**config.mk**
```make
export PLATFORM = sky130hd
export DESIGN_NAME = alu_4_bist
export DESIGN_NICKNAME = d
export VERILOG_FILES = /design/src/rtl/alu_pkg.sv /design/src/rtl/alu_4_ref_model.sv /design/src/rtl/alu_4_bist.sv
export SDC_FILE = /design/constraint.sdc
export NUM_CORES = 1
export LEC_CHECK = 0
export CAP_MARGIN = 30
export CORE_ASPECT_RATIO = 0.75
export CORE_UTILIZATION = 25
export CTS_CLUSTER_SIZE = 10
export DETAILED_ROUTE_END_ITERATION = 16
export SYNTH_ARGS = -nofsm -noshare
export SYNTH_HDL_FRONTEND = slang
export SYNTH_SLANG_ARGS = --single-unit
export TNS_END_PERCENT = 5
```
**constraint.sdc**
```tcl
create_clock -name clk -period 4.3 [get_ports clk]
set_input_delay 0.86 -clock clk [delete_from_list [all_inputs] [get_ports clk]]
set_output_delay 0.86 -clock clk [all_outputs]
set_load 0.05 [all_outputs]
```
**src/rtl/alu_pkg.sv**
```systemverilog
// Shared types and constants for the ALU_4 self-test controller.
// Pass encodings, FSM states and the fail-vector field layout.
package alu_pkg;

    typedef enum logic [1:0] {
        PASS_LOGIC = 2'd0,
        PASS_ADD   = 2'd1,
        PASS_ADD_C = 2'd2
    } pass_e;

    typedef enum logic [1:0] {
        ST_IDLE = 2'd0,
        ST_RUN  = 2'd1,
        ST_DONE = 2'd2
    } state_e;

    localparam int NUM_VEC = 12288;

    // Five disjoint fields: m, cin, s[3:0], b[3:0], a[3:0].
    localparam int FV_W   = 14;
    localparam int FV_A   = 0;
    localparam int FV_B   = 4;
    localparam int FV_S   = 8;
    localparam int FV_CIN = 12;
    localparam int FV_M   = 13;

    function automatic logic [FV_W-1:0] pack_vec(
        input logic       m,
        input logic       cin,
        input logic [3:0] s,
        input logic [3:0] b,
        input logic [3:0] a
    );
        logic [FV_W-1:0] pv;
        pv             = '0;
        pv[FV_M]       = m;
        pv[FV_CIN]     = cin;
        pv[FV_S +: 4]  = s;
        pv[FV_B +: 4]  = b;
        pv[FV_A +: 4]  = a;
        return pv;
    endfunction

endpackage

```
**src/rtl/alu_4_ref_model.sv**
```systemverilog
// Combinational golden model of the 74181-style ALU_4.
// Logic mode yields f only; arithmetic mode yields {cout, f} = P + Q + cin.
module alu_4_ref_model
    import alu_pkg::*;
(
    input  logic [3:0] a,
    input  logic [3:0] b,
    input  logic [3:0] s,
    input  logic       m,
    input  logic       cin,
    output logic [3:0] exp_f,
    output logic       exp_cout,
    output logic       cout_valid
);

    logic [3:0] lf;
    logic [3:0] p;
    logic [3:0] q;
    logic [4:0] sum;

    always_comb begin
        lf = '0;
        unique case (s)
            4'd0:  lf = ~a;
            4'd1:  lf = ~(a | b);
            4'd2:  lf = ~a & b;
            4'd3:  lf = 4'b0000;
            4'd4:  lf = ~(a & b);
            4'd5:  lf = ~b;
            4'd6:  lf = a ^ b;
            4'd7:  lf = a & ~b;
            4'd8:  lf = ~a | b;
            4'd9:  lf = ~(a ^ b);
            4'd10: lf = b;
            4'd11: lf = a & b;
            4'd12: lf = 4'b1111;
            4'd13: lf = a | ~b;
            4'd14: lf = a | b;
            4'd15: lf = a;
            default: lf = '0;
        endcase
    end

    always_comb begin
        p = '0;
        q = '0;
        unique case (s)
            4'd0:  begin p = a;          q = 4'b0000;   end
            4'd1:  begin p = a | b;      q = 4'b0000;   end
            4'd2:  begin p = a | ~b;     q = 4'b0000;   end
            4'd3:  begin p = 4'b0000;    q = 4'b1111;   end
            4'd4:  begin p = a;          q = a & ~b;    end
            4'd5:  begin p = a | b;      q = a & ~b;    end
            4'd6:  begin p = a;          q = ~b;        end
            4'd7:  begin p = a & ~b;     q = 4'b1111;   end
            4'd8:  begin p = a;          q = a & b;     end
            4'd9:  begin p = a;          q = b;         end
            4'd10: begin p = a | ~b;     q = a & b;     end
            4'd11: begin p = a & b;      q = 4'b1111;   end
            4'd12: begin p = a;          q = a;         end
            4'd13: begin p = a | b;      q = a;         end
            4'd14: begin p = a | ~b;     q = a;         end
            4'd15: begin p = a;          q = 4'b1111;   end
            default: begin p = '0;       q = '0;        end
        endcase
        sum = {1'b0, p} + {1'b0, q} + {4'b0000, cin};
    end

    assign exp_f      = m ? lf : sum[3:0];
    assign exp_cout   = m ? 1'b0 : sum[4];
    assign cout_valid = ~m;

endmodule

```
**src/rtl/alu_4_bist.sv**
```systemverilog
// Built-in self-test sweep controller for ALU_4.
// Drives every vector, compares against the golden model, records errors.
module alu_4_bist
    import alu_pkg::*;
#(
    parameter int SETTLE = 2,
    parameter int ERR_W  = 14
) (
    input  logic             clk,
    input  logic             rst_n,
    input  logic             start,
    input  logic             abort,
    output logic [3:0]       a,
    output logic [3:0]       b,
    output logic             s0,
    output logic             s1,
    output logic             s2,
    output logic             s3,
    output logic             cin,
    output logic             m,
    input  logic [3:0]       f,
    input  logic             cout,
    output logic             busy,
    output logic             done,
    output logic             pass,
    output logic [ERR_W-1:0] err_count,
    output logic             fail_valid,
    output logic [FV_W-1:0]  fail_vec,
    output logic [4:0]       fail_f
);

    localparam int SW = (SETTLE > 1) ? $clog2(SETTLE) : 1;

    state_e           state_q;
    state_e           state_d;
    pass_e            pass_q;
    pass_e            pass_nx;
    logic [3:0]       sel_q;
    logic [7:0]       idx_q;
    logic             m_q;
    logic             cin_q;
    logic [SW-1:0]    settle_q;
    logic [ERR_W-1:0] err_q;
    logic [ERR_W-1:0] err_nx;
    logic             pass_r;
    logic             fv_q;
    logic [FV_W-1:0]  fvec_q;
    logic [4:0]       ff_q;

    logic [3:0] exp_f;
    logic       exp_cout;
    logic       cout_valid;
    logic       go;
    logic       cmp;
    logic       last;
    logic       mismatch;

    alu_4_ref_model u_ref (
        .a          (idx_q[3:0]),
        .b          (idx_q[7:4]),
        .s          (sel_q),
        .m          (m_q),
        .cin        (cin_q),
        .exp_f      (exp_f),
        .exp_cout   (exp_cout),
        .cout_valid (cout_valid)
    );

    assign go   = start && (state_q != ST_RUN);
    assign cmp  = (state_q == ST_RUN) && !abort
               && (settle_q == SW'(SETTLE - 1));
    assign last = (pass_q == PASS_ADD_C) && (sel_q == 4'hF)
               && (idx_q == 8'hFF);

    assign mismatch = (f != exp_f)
                   || (cout_valid && (cout != exp_cout));

    always_comb begin
        err_nx = err_q;
        if (cmp && mismatch && !(&err_q))
            err_nx = err_q + {{(ERR_W-1){1'b0}}, 1'b1};
    end

    always_comb begin
        pass_nx = PASS_LOGIC;
        unique case (pass_q)
            PASS_LOGIC: pass_nx = PASS_ADD;
            PASS_ADD:   pass_nx = PASS_ADD_C;
            default:    pass_nx = PASS_ADD_C;
        endcase
    end

    always_ff @(posedge clk or negedge rst_n) begin
        if (!rst_n)
            state_q <= ST_IDLE;
        else
            state_q <= state_d;
    end

    always_comb begin
        state_d = state_q;
        unique case (state_q)
            ST_IDLE: if (start) state_d = ST_RUN;
            ST_RUN: begin
                if (abort)
                    state_d = ST_IDLE;
                else if (cmp && last)
                    state_d = ST_DONE;
            end
            ST_DONE: if (start) state_d = ST_RUN;
            default: state_d = ST_IDLE;
        endcase
    end

    always_comb begin
        busy = (state_q == ST_RUN);
        done = (state_q == ST_DONE);
    end

    always_ff @(posedge clk or negedge rst_n) begin
        if (!rst_n) begin
            pass_q   <= PASS_LOGIC;
            sel_q    <= '0;
            idx_q    <= '0;
            m_q      <= 1'b0;
            cin_q    <= 1'b0;
            settle_q <= '0;
            err_q    <= '0;
            pass_r   <= 1'b0;
            fv_q     <= 1'b0;
            fvec_q   <= '0;
            ff_q     <= '0;
        end else if (go) begin
            pass_q   <= PASS_LOGIC;
            sel_q    <= '0;
            idx_q    <= '0;
            m_q      <= 1'b1;
            cin_q    <= 1'b0;
            settle_q <= '0;
            err_q    <= '0;
            pass_r   <= 1'b0;
            fv_q     <= 1'b0;
            fvec_q   <= '0;
            ff_q     <= '0;
        end else if (cmp) begin
            err_q    <= err_nx;
            settle_q <= '0;
            if (mismatch && !fv_q) begin
                fv_q   <= 1'b1;
                fvec_q <= pack_vec(m_q, cin_q, sel_q,
                                   idx_q[7:4], idx_q[3:0]);
                ff_q   <= {cout, f};
            end
            if (last) begin
                pass_r <= (err_nx == '0);
            end else begin
                idx_q <= idx_q + 8'd1;
                if (idx_q == 8'hFF) begin
                    sel_q <= sel_q + 4'd1;
                    if (sel_q == 4'hF) begin
                        pass_q <= pass_nx;
                        m_q    <= (pass_nx == PASS_LOGIC);
                        cin_q  <= (pass_nx == PASS_ADD_C);
                    end
                end
            end
        end else if (busy && !abort) begin
            settle_q <= settle_q + SW'(1);
        end
    end

    assign a          = idx_q[3:0];
    assign b          = idx_q[7:4];
    assign s0         = sel_q[0];
    assign s1         = sel_q[1];
    assign s2         = sel_q[2];
    assign s3         = sel_q[3];
    assign m          = m_q;
    assign cin        = cin_q;
    assign pass       = pass_r;
    assign err_count  = err_q;
    assign fail_valid = fv_q;
    assign fail_vec   = fvec_q;
    assign fail_f     = ff_q;

endmodule
```
Word level (Yosys, flattened, before mapping):

Index checks and enable logic that the tools add are counted.
Widths: inputs -> output; s select.

* register bits after elaboration: 54
* bits of input ports: 9
* output and inout bits: 51
* word-level logic and storage cells: 148

* add/sub/neg operators: 6
* eq/ne operators: 26
* muxes and demuxes: 50
* bitwise operators: 13
* reductions and logical operators: 41

Operators by type and width (count)
* $mux 14: 6
* $pmux 4 s16: 1
* $eq 4x4->1 const B: 8
* $pmux 4 s7: 1
* $mux 8: 3
* $pmux 4 s6: 1
* $mux 1: 20
* $mux 4: 5
* $not 4->4: 5
* $mux 2: 9
* $eq 4x3->1 const B: 4
* $mux 5: 3
* $add 14x1->14 const B: 1
* $logic_not 14->1: 1
* $reduce_and 14->1: 1
* $and 4x4->4: 3
* $or 4x4->4: 3
* $reduce_or 3->1: 4
* $logic_and 1x1->1: 10
* $reduce_bool 2->1: 5
* $add 8x1->8 const B: 1
* $eq 4x2->1 const B: 2
* $eq 8x8->1 const B: 1
* $reduce_and 2->1: 4
* 25 further kinds: 34

Depth between registers and ports, before layout:

Gate-level depths: netlist of run 1.

* depth in word-level cells: 16
* gate-level depth with buffers: 20
* mapped depth without buffers: 18

By module:

A second synthesis of run 1 with hierarchy kept.

* cells, all modules: 496
* area total of the unflattened synthesis: 4040.1 µm²

Modules (own cells, without submodules)
* alu_4_bist: times used 1, cells an instance 297, area an instance 2710.1 µm², sequential area each 1326.3 µm²
* alu_4_ref_model: times used 1, cells an instance 199, area an instance 1330.0 µm², sequential area each 0.0 µm²

Least setup slack after synthesis of run 1:

Ideal clock, no wire load.

* path kind: register to register
* from: register sel_q[1]
* to: register fvec_q[4] (netlist: fail_vec[4])
* library setup time: 0.132 ns
* data arrival time: 4.784 ns
* required time: 4.168 ns
* path slack: -0.616 ns
* cell stages (with the launch flop): 20
* buffers on the path: 3
* clock period less this slack: 4.916 ns
* path through: dfrtp_1 -> inv_1 -> ha_1 -> clkbuf_1 -> inv_1 -> a31oi_1 -> a221oi_1 -> nand2_1 -> fa_1 -> fa_1 -> xnor2_1 -> o211ai_1 -> o22a_1 -> or3_4 -> nor4_4 -> a21oi_2 -> nor2b_4 -> buf_6 -> buf_8 -> mux2i_1

* word-level cells in the longest chain between the ends: 12
* elaborated cells between the ends (all ways): 38
* classes of those cells: add/sub (2); eq/ne (17); mux (5); reduce/logical (14)

RTL lines
* from (decl): line alu_4_bist.sv:38 `logic [3:0] sel_q;`
* from (signal assigned): line alu_4_bist.sv:159 `sel_q <= sel_q + 4'd1;`
* $eq 4x4->1 (tied with other cells): line alu_4_ref_model.sv:23, alu_4_ref_model.sv:47
* $reduce_or 7->1 (no source line) (tied with other cells)
* $pmux 4 s6 / $pmux 4 s7 (equally long branches): line alu_4_ref_model.sv:47 `unique case (s)`
* $add 4x4->5: line alu_4_ref_model.sv:66 `sum = {1'b0, p} + {1'b0, q} + {4'b0000, cin};`
* $add 5x1->5: line alu_4_ref_model.sv:66
* $mux 1: line alu_4_ref_model.sv:70 `assign exp_cout = m ? 1'b0 : sum[4];`
* $ne 1x1->1: line alu_4_bist.sv:76 `|| (cout_valid && (cout != exp_cout));`
* $logic_and 1x1->1: line alu_4_bist.sv:76
* $logic_or 1x1->1 *: line alu_4_bist.sv:76
* $logic_and 1x1->1 *: line alu_4_bist.sv:148 `if (mismatch && !fv_q) begin`
* $reduce_bool 2->1 (no source line) *
* $reduce_and 2->1 (no source line) *
* to (signal assigned): line alu_4_bist.sv:150 `fvec_q <= pack_vec(m_q, cin_q, sel_q,`
* to (decl): line alu_4_bist.sv:47 `logic [FV_W-1:0] fvec_q;`

Every way passes the cells marked *; elsewhere a longest branch is shown, timed or not.
A chain may end at the register's enable or synchronous reset.

Worst setup path in the final report of run 1:

* from: register sel_q[0]
* to: register err_q[3] (netlist: err_count[3])

* word-level cells in the longest chain between the ends: 14
* elaborated cells between the ends (all ways): 40
* classes of those cells: add/sub (2); eq/ne (17); mux (8); reduce/logical (13)

RTL lines
* $eq 4x4->1 (tied with other cells): line alu_4_ref_model.sv:23, alu_4_ref_model.sv:47
* $reduce_or 7->1 (no source line) (tied with other cells)
* $pmux 4 s6 / $pmux 4 s7 (equally long branches): line alu_4_ref_model.sv:47
* $add 4x4->5: line alu_4_ref_model.sv:66
* $add 5x1->5: line alu_4_ref_model.sv:66
* $mux 1: line alu_4_ref_model.sv:70
* $ne 1x1->1: line alu_4_bist.sv:76
* $logic_and 1x1->1: line alu_4_bist.sv:76
* $logic_or 1x1->1 *: line alu_4_bist.sv:76
* $logic_and 1x1->1 * (2 in a row): line alu_4_bist.sv:80 `if (cmp && mismatch && !(&err_q))`
* $mux 14 *: line alu_4_bist.sv:80
* $mux 14 *: line alu_4_bist.sv:145 `end else if (cmp) begin`
* $mux 14 *: line alu_4_bist.sv:133 `end else if (go) begin`
* to (signal assigned): line alu_4_bist.sv:146 `err_q <= err_nx;`
* to (decl): line alu_4_bist.sv:43 `logic [ERR_W-1:0] err_q;`

Every way passes the cells marked *; elsewhere a longest branch is shown, timed or not. The select of a mux whose other input is x is not followed.

==> flow_summary.yaml, run 1 <==
floorplan:
  row_count: 40
  core-area_um2: 16100
  die_x_um: 151
  die-area_um2: 17100
  die_h_um: 114
  initial_core_util_pct: 25.8
  io_pins: 60
clock_network:
  clock_path_buffers: 2
  h-tree-depth: 2
  cts-root-buf: "clkbuf_16"
  cts_made_buffers: 5
  insertion_delay_ps: 300
  tritoncts: "built"
  cts.clk_slew.worst_paths_ps: 80
  cts.sinks: 53
  postCtsHoldBufs: 0
cells_and_area:
  drive_gt1_share_pct: 21.6
  utilization_pct: 35.9
  syn_to_final_growth_pct: 39.3
  regArea_um2: 1340
  n_antenna_cell: 0
  fillCellCount: 1669
  multi_input_area_um2: 2750
  nets: 632
setup_path:
  crit_arrival_ps: 4520
  critPathKind: "flop to flop"
  cp_data_required_time_ps: 4540
  crit_fanout: 6
  worstSetupStartpointType: "flop"
  cp-end-kind: "flop"
timing:
  fin_skew_ps: 14.7
  rsz0062_at_grt: "true"
  fin_crit_ps: 4280
  setup_tns_ps: 0
  max-slew-margin-rel_pct: 51.7
  max_freq_mhz: 234
  setup_viol: 0
  worstMarginPinSlew_ps: 725
  slew_viol_final: 0
  final-hold-violation-count: 0
  timing.final.crit_share_pct: 99.5
drt:
  wire_per_inst_um: 17.6
  ant_nets: 0
  drt-initial-drc-count: 264
  first_pass_iters: 6
  wl_um: 14200
  vias: 4159
  drc: 0
  vias_per_cell: 5.15
power:
  ir_drop_mv: 0.214
  p_per_area_nw_per_um2: 243
  p_leak_nw: 2.42
  power.total_w: 0.00141
synthesis:
  ys_seq_area_share_pct: 31.9
  synthArstFlopShare_pct: 100
  syn_nets: 523
  netlist_instances: 487
  synth_cell_types: 66
  synthTopCellsByCount: "62 x nand2_1, 53 x dfrtp_1, 38 x nor2_1"
  yosysWarnings: 0
  syn_area_um2: 4150
  yosysTopAreaCell: "dfrtp_1"
  postSynthAreaPerCell_um2: 8.53
  yosysMostFrequentCell: "nand2_1"
  yosysTopAreaCellShare_pct: 31.9
  synth_top_flop_cell: "dfrtp_1"
  synth_edf_count: 0
  ys_ff_latch: 53
  synth.area.top_cells: "dfrtp_1 32%, ha_1 7.5%, mux2i_1 6.7%"
global_routing:
  grt_max_degree: 52
  grt_util_met1_pct: 25.7
  grtUsageMet2_pct: 25.6
  grt_pass1_vias: 4226
  grt_usage_pct: 17.3
  grt_pass1_wl_um: 23100
  gr-total-overflow: 0
  grt.busiest_layer: "met1"
  antenna_found_initial: 0
  met3_usage_pct: 3.84
placed_design:
  io_buffers: 59
  place.gp.congestion: 0.939
  hpwl_um: 11100
outcome:
  status: "complete, no violations"
worst_hold_path:
  hold_path_class: "input pin to async pin"
run:
  drv_cap: 0
## sequential cells by signal, indices dropped and copies added, names as in the netlist, 2 cells and up
name and count:
err_count 14, fail_vec 14, idx_q 8, fail_f 5
sel_q 4, pass_q 2, state_q 2
## worst max-delay path, stage by stage, from the launching register on
cell and delay (ps):
dfrtp_4 520, ha_4 170, and3_4 190, nor2_4 80, nand3_2 70, a221o_1 340
fa_2 390, fa_2 570, xnor2_2 110, o211ai_1 110, o22a_1 220, or3_4 330
nor4_4 290, buf_6 180, nand2_4 60, buf_6 140, nor3b_1 140, o21bai_1 140
a22o_1 150
## placed cells by master (no fill, tap or decap), types with 4 or more instances in the layout
master / netlist / routed
buf_4: 0 / 63
nand2_1: 62 / 59
clkdlybuf4s50_1: 0 / 58
dfrtp_1: 53 / 47
nor2_1: 38 / 35
mux2i_1: 28 / 28
inv_1: 30 / 25
o21ai_0: 21 / 20
ha_1: 25 / 20
a21oi_1: 23 / 18
nand3_1: 16 / 15
xnor2_1: 15 / 14
nor2b_1: 11 / 10
o211ai_1: 10 / 10
nor3_1: 9 / 9
nand4_1: 8 / 8
a221oi_1: 9 / 7
nand2b_1: 6 / 6
nand3b_1: 6 / 6
mux2_2: 6 / 6
o31ai_1: 6 / 6
a21oi_2: 1 / 5
a21o_1: 5 / 5
clkbuf_16: 0 / 5
dfrtp_2: 0 / 5
o22ai_1: 4 / 4
and3_1: 5 / 4
or3_1: 4 / 4
## final timing paths
check                                        from                        to  slack (ps)  cells past startpoint
setup / recovery             sel_q[0]$_DFFE_PN0P_  err_count[3]$_DFFE_PN0P_          20                     18
hold reg to reg            state_q[0]$_DFFE_PN0P_    state_q[0]$_DFFE_PN0P_         500                      1
hold / removal                              rst_n      sel_q[0]$_DFFE_PN0P_         350                      1
setup reg to reg             sel_q[0]$_DFFE_PN0P_  err_count[3]$_DFFE_PN0P_          20                     18
min in group clk           state_q[0]$_DFFE_PN0P_    state_q[0]$_DFFE_PN0P_         500                      1
max in group asynchronous                   rst_n      idx_q[0]$_DFFE_PN0P_        3050                      2
## through the flow
stage	area, µm²	worst slack (ps)	cells	hold slack [ps]
2_1_floorplan	4210	-201	487	466
3_3_place_gp	5440	-118	795	480
3_5_place_dp	5470	-162	796	486
4_1_cts	5710	-85.4	807	337
5_1_grt	5790	-162	807	335
6_report	5790	20.1	807	346
## layer usage
| layer | up-vias | share of wire, % |
|---|---|---|
| li1 | 1975 | - |
| met1 | 2024 | 50 |
| met2 | 148 | 43 |
| met3 | 12 | 6.5 |
| met4 | 0 | 0.78 |
| met5 | - | 0 |
## logic make-up (layout without fill, tap and decap cells)
family / count (synthesis) / in the layout / share of synthesized area, %
buffers and inverters: 56 / 166 / 5.63
adder cells (fa/ha/maj): 27 / 27 / 8.49
XOR/XNOR: 17 / 17 / 3.58
multiplexers: 34 / 34 / 8.37
flip-flops: 53 / 53 / 31.9
AO/OA/AOI/OAI: 116 / 116 / 19.6
AND/OR/NAND/NOR: 184 / 184 / 22.4
## report_power, final
group | internal [W] | leakage [nW] | switching [W] | total [W]
logic | 0.000156 | 1.62 | 0.000233 | 0.000389
registers | 0.000524 | 0.717 | 0.0000300 | 0.000554
clock network | 0.000276 | 0.0810 | 0.000187 | 0.000464
total | 0.000956 | 2.42 | 0.000451 | 0.00141
## cell type report
type / instances / share of cell area (%)
clock buffers: 6 / 2.23
clock inverters: 2 / 0.670
inverters: 31 / 2.10
multi-input cells: 378 / 47.5
flip-flops and latches: 53 / 23.1
well taps: 210 / 4.54
repair buffers: 127 / 19.9
## timing repair
action / CTS / global route
endpoints found under the setup margin: 31 / 35
pin swaps: 12 / 13
buffers inserted: 3 / 0
endpoints found under the hold margin: 0 / 0
gates resized for setup: 13 / 19
(Power assumes the default switching activity.)
==> run 2: changes to the inputs <==
Settings changed: ABC_CLOCK_PERIOD_IN_PS from default to 4300, CORE_UTILIZATION 25 to 45, PLACE_DENSITY from default to 0.71.
==> run 2 against run 1 <==
  * Hold slack improved by 91 ps
  * Power increased by 2.0%
  * Combinational power decreased by 5.1%
  * The flow now finishes with violations (negative setup slack)
  * Utilization increased by 29 points
  * Critical endpoint is now pass$_DFFE_PN0P_
==> flow_summary.yaml, run 2 (synthesized netlist as in run 1, its figures left out) <==
setup_path:
  r2r-end: "pass$_DFFE_PN0P_"
  cp-end-kind: "flop"
  crit_end: "pass$_DFFE_PN0P_"
  cp_data_required_time_ps: 4520
  crit_arrival_ps: 4770
  worstSetupStartpointType: "flop"
  r2r_start: "sel_q[0]$_DFFE_PN0P_"
  crit_fanout: 5
  critPathKind: "flop to flop"
  crit_start: "sel_q[0]$_DFFE_PN0P_"
  r2r_slack_ps: -250
  ff2ff_path_depth: 17
outcome:
  status: "finished, violations left"
  violations: "negative setup slack"
drt:
  drt-initial-drc-count: 464
  ant_nets: 0
  drc: 0
  vias: 4223
  wl_um: 13200
  first_pass_iters: 7
  wire_per_inst_um: 18.7
  vias_per_cell: 6.02
worst_hold_path:
  hold_path_class: "input pin to async pin"
floorplan:
  io_pins: 60
  die_x_um: 113
  die_h_um: 85.2
  initial_core_util_pct: 47.7
  die-area_um2: 9620
  row_count: 29
  core-area_um2: 8710
placed_design:
  hpwl_um: 10000
  place.gp.congestion: 0.920
  io_buffers: 59
timing:
  worstMarginPinSlew_ps: 752
  setup_viol: 26
  setup_ws_ps: -250
  fin_crit_ps: 4550
  final-hold-violation-count: 0
  fin_skew_ps: 4.27
  max-slew-margin-rel_pct: 49.7
  rsz0062_at_grt: "true"
  timing.final.crit_share_pct: 106
  slew_viol_final: 0
  max_freq_mhz: 220
run:
  drv_cap: 0
clock_network:
  insertion_delay_ps: 290
  cts.sinks: 53
  postCtsHoldBufs: 0
  cts_made_buffers: 5
  cts-root-buf: "clkbuf_16"
  clock_path_buffers: 2
  tritoncts: "built"
  cts.clk_slew.worst_paths_ps: 70
  h-tree-depth: 2
power:
  power.total_w: 0.00144
  p_leak_nw: 2.40
  p_per_area_nw_per_um2: 255
  ir_drop_mv: 0.188
global_routing:
  grt_pass1_wl_um: 21600
  antenna_found_initial: 0
  grt_usage_pct: 28.8
  gr-total-overflow: 0
  grt_max_degree: 42
  grt_pass1_vias: 4140
cells_and_area:
  final_common_cell: "nand2_1"
  utilization_pct: 64.7
  drive_gt1_share_pct: 20.4
  n_antenna_cell: 0
  nets: 629
  mostFrequentLayoutCells: "60 x nand2_1, 59 x buf_4, 58 x clkdlybuf4s50_1"
  fillCellCount: 750
  syn_to_final_growth_pct: 35.6
run 2: cell count changes in the layout (fill, tap and decap cells not counted), sizes merged:
cell,change
buf,-3
clkbuf,-1
bufinv,+1
run 2: metrics by stage:
step                      cell area (µm²)  instances  TNS [ps]  hold WS (ps)  setup slack, ps
after global routing                 5630        702     -7840           448             -400
after CTS                            5500        697     -2700           443             -221
after detailed placement             5240        686     -5430           499             -307
final                                5630        702     -1630           437             -250
after global placement               5230        685     -1400           484             -242
after floorplan                      4210        487     -2610           466             -201
run 2: final cells by class:
cell class | count | area (µm²) | share of cell area [%]
tap | 108 | 135 | 2.40
clock buffer | 5 | 125 | 2.22
timing repair buffer | 124 | 1100 | 19.5
sequential | 53 | 1340 | 23.7
inverter | 31 | 131 | 2.33
multi-input combinational | 378 | 2740 | 48.7
clock inverter | 3 | 65.1 | 1.16
run 2: layer usage:
metal | up-vias | global-route usage, % | routed length, µm
li1 | 1981 | - | -
met3 | 23 | 6.14 | 1040
met1 | 2043 | 43.0 | 6340
met2 | 176 | 43.1 | 5580
met5 | - | 0 | 0
met4 | 0 | 5.26 | 197
run 2: worst min path at each step:
stage | end | slack, ps | cells past startpoint
finish | fail_vec[11]$_DFFE_PN0P_ | 440 | 1
global route | fail_vec[11]$_DFFE_PN0P_ | 450 | 1
CTS | fail_vec[11]$_DFFE_PN0P_ | 440 | 1
detailed placement | state_q[0]$_DFFE_PN0P_ | 500 | 1
global placement | state_q[0]$_DFFE_PN0P_ | 480 | 1
floorplan | state_q[0]$_DFFE_PN0P_ | 470 | 1
run 2: repair_timing:
item,CTS,global route
pin swaps,13,17
setup buffers,3,5
endpoints found under the hold margin,0,0
resized for setup,13,19
setup endpoints to repair,34,35
run 2: critical path, cell delays in order, from the launching register on:
cell	delay, ps
dfrtp_4	520
ha_4	170
and3_4	180
nor2_4	90
nand3_2	130
a221o_1	360
fa_2	370
fa_2	570
xnor2_2	110
o211ai_1	110
o22a_1	220
or3_4	370
nor4_4	270
buf_4	180
a21o_1	180
mux2i_2	310
o2111ai_2	160
o21ai_1	170
run 2: power by group:
part / leakage, nW / total [W] / internal (W) / switching [W]
logic: 1.59 / 0.000369 / 0.000142 / 0.000227
registers: 0.719 / 0.000554 / 0.000524 / 0.0000299
clock network: 0.0938 / 0.000513 / 0.000333 / 0.000181
total: 2.40 / 0.00144 / 0.000998 / 0.000438
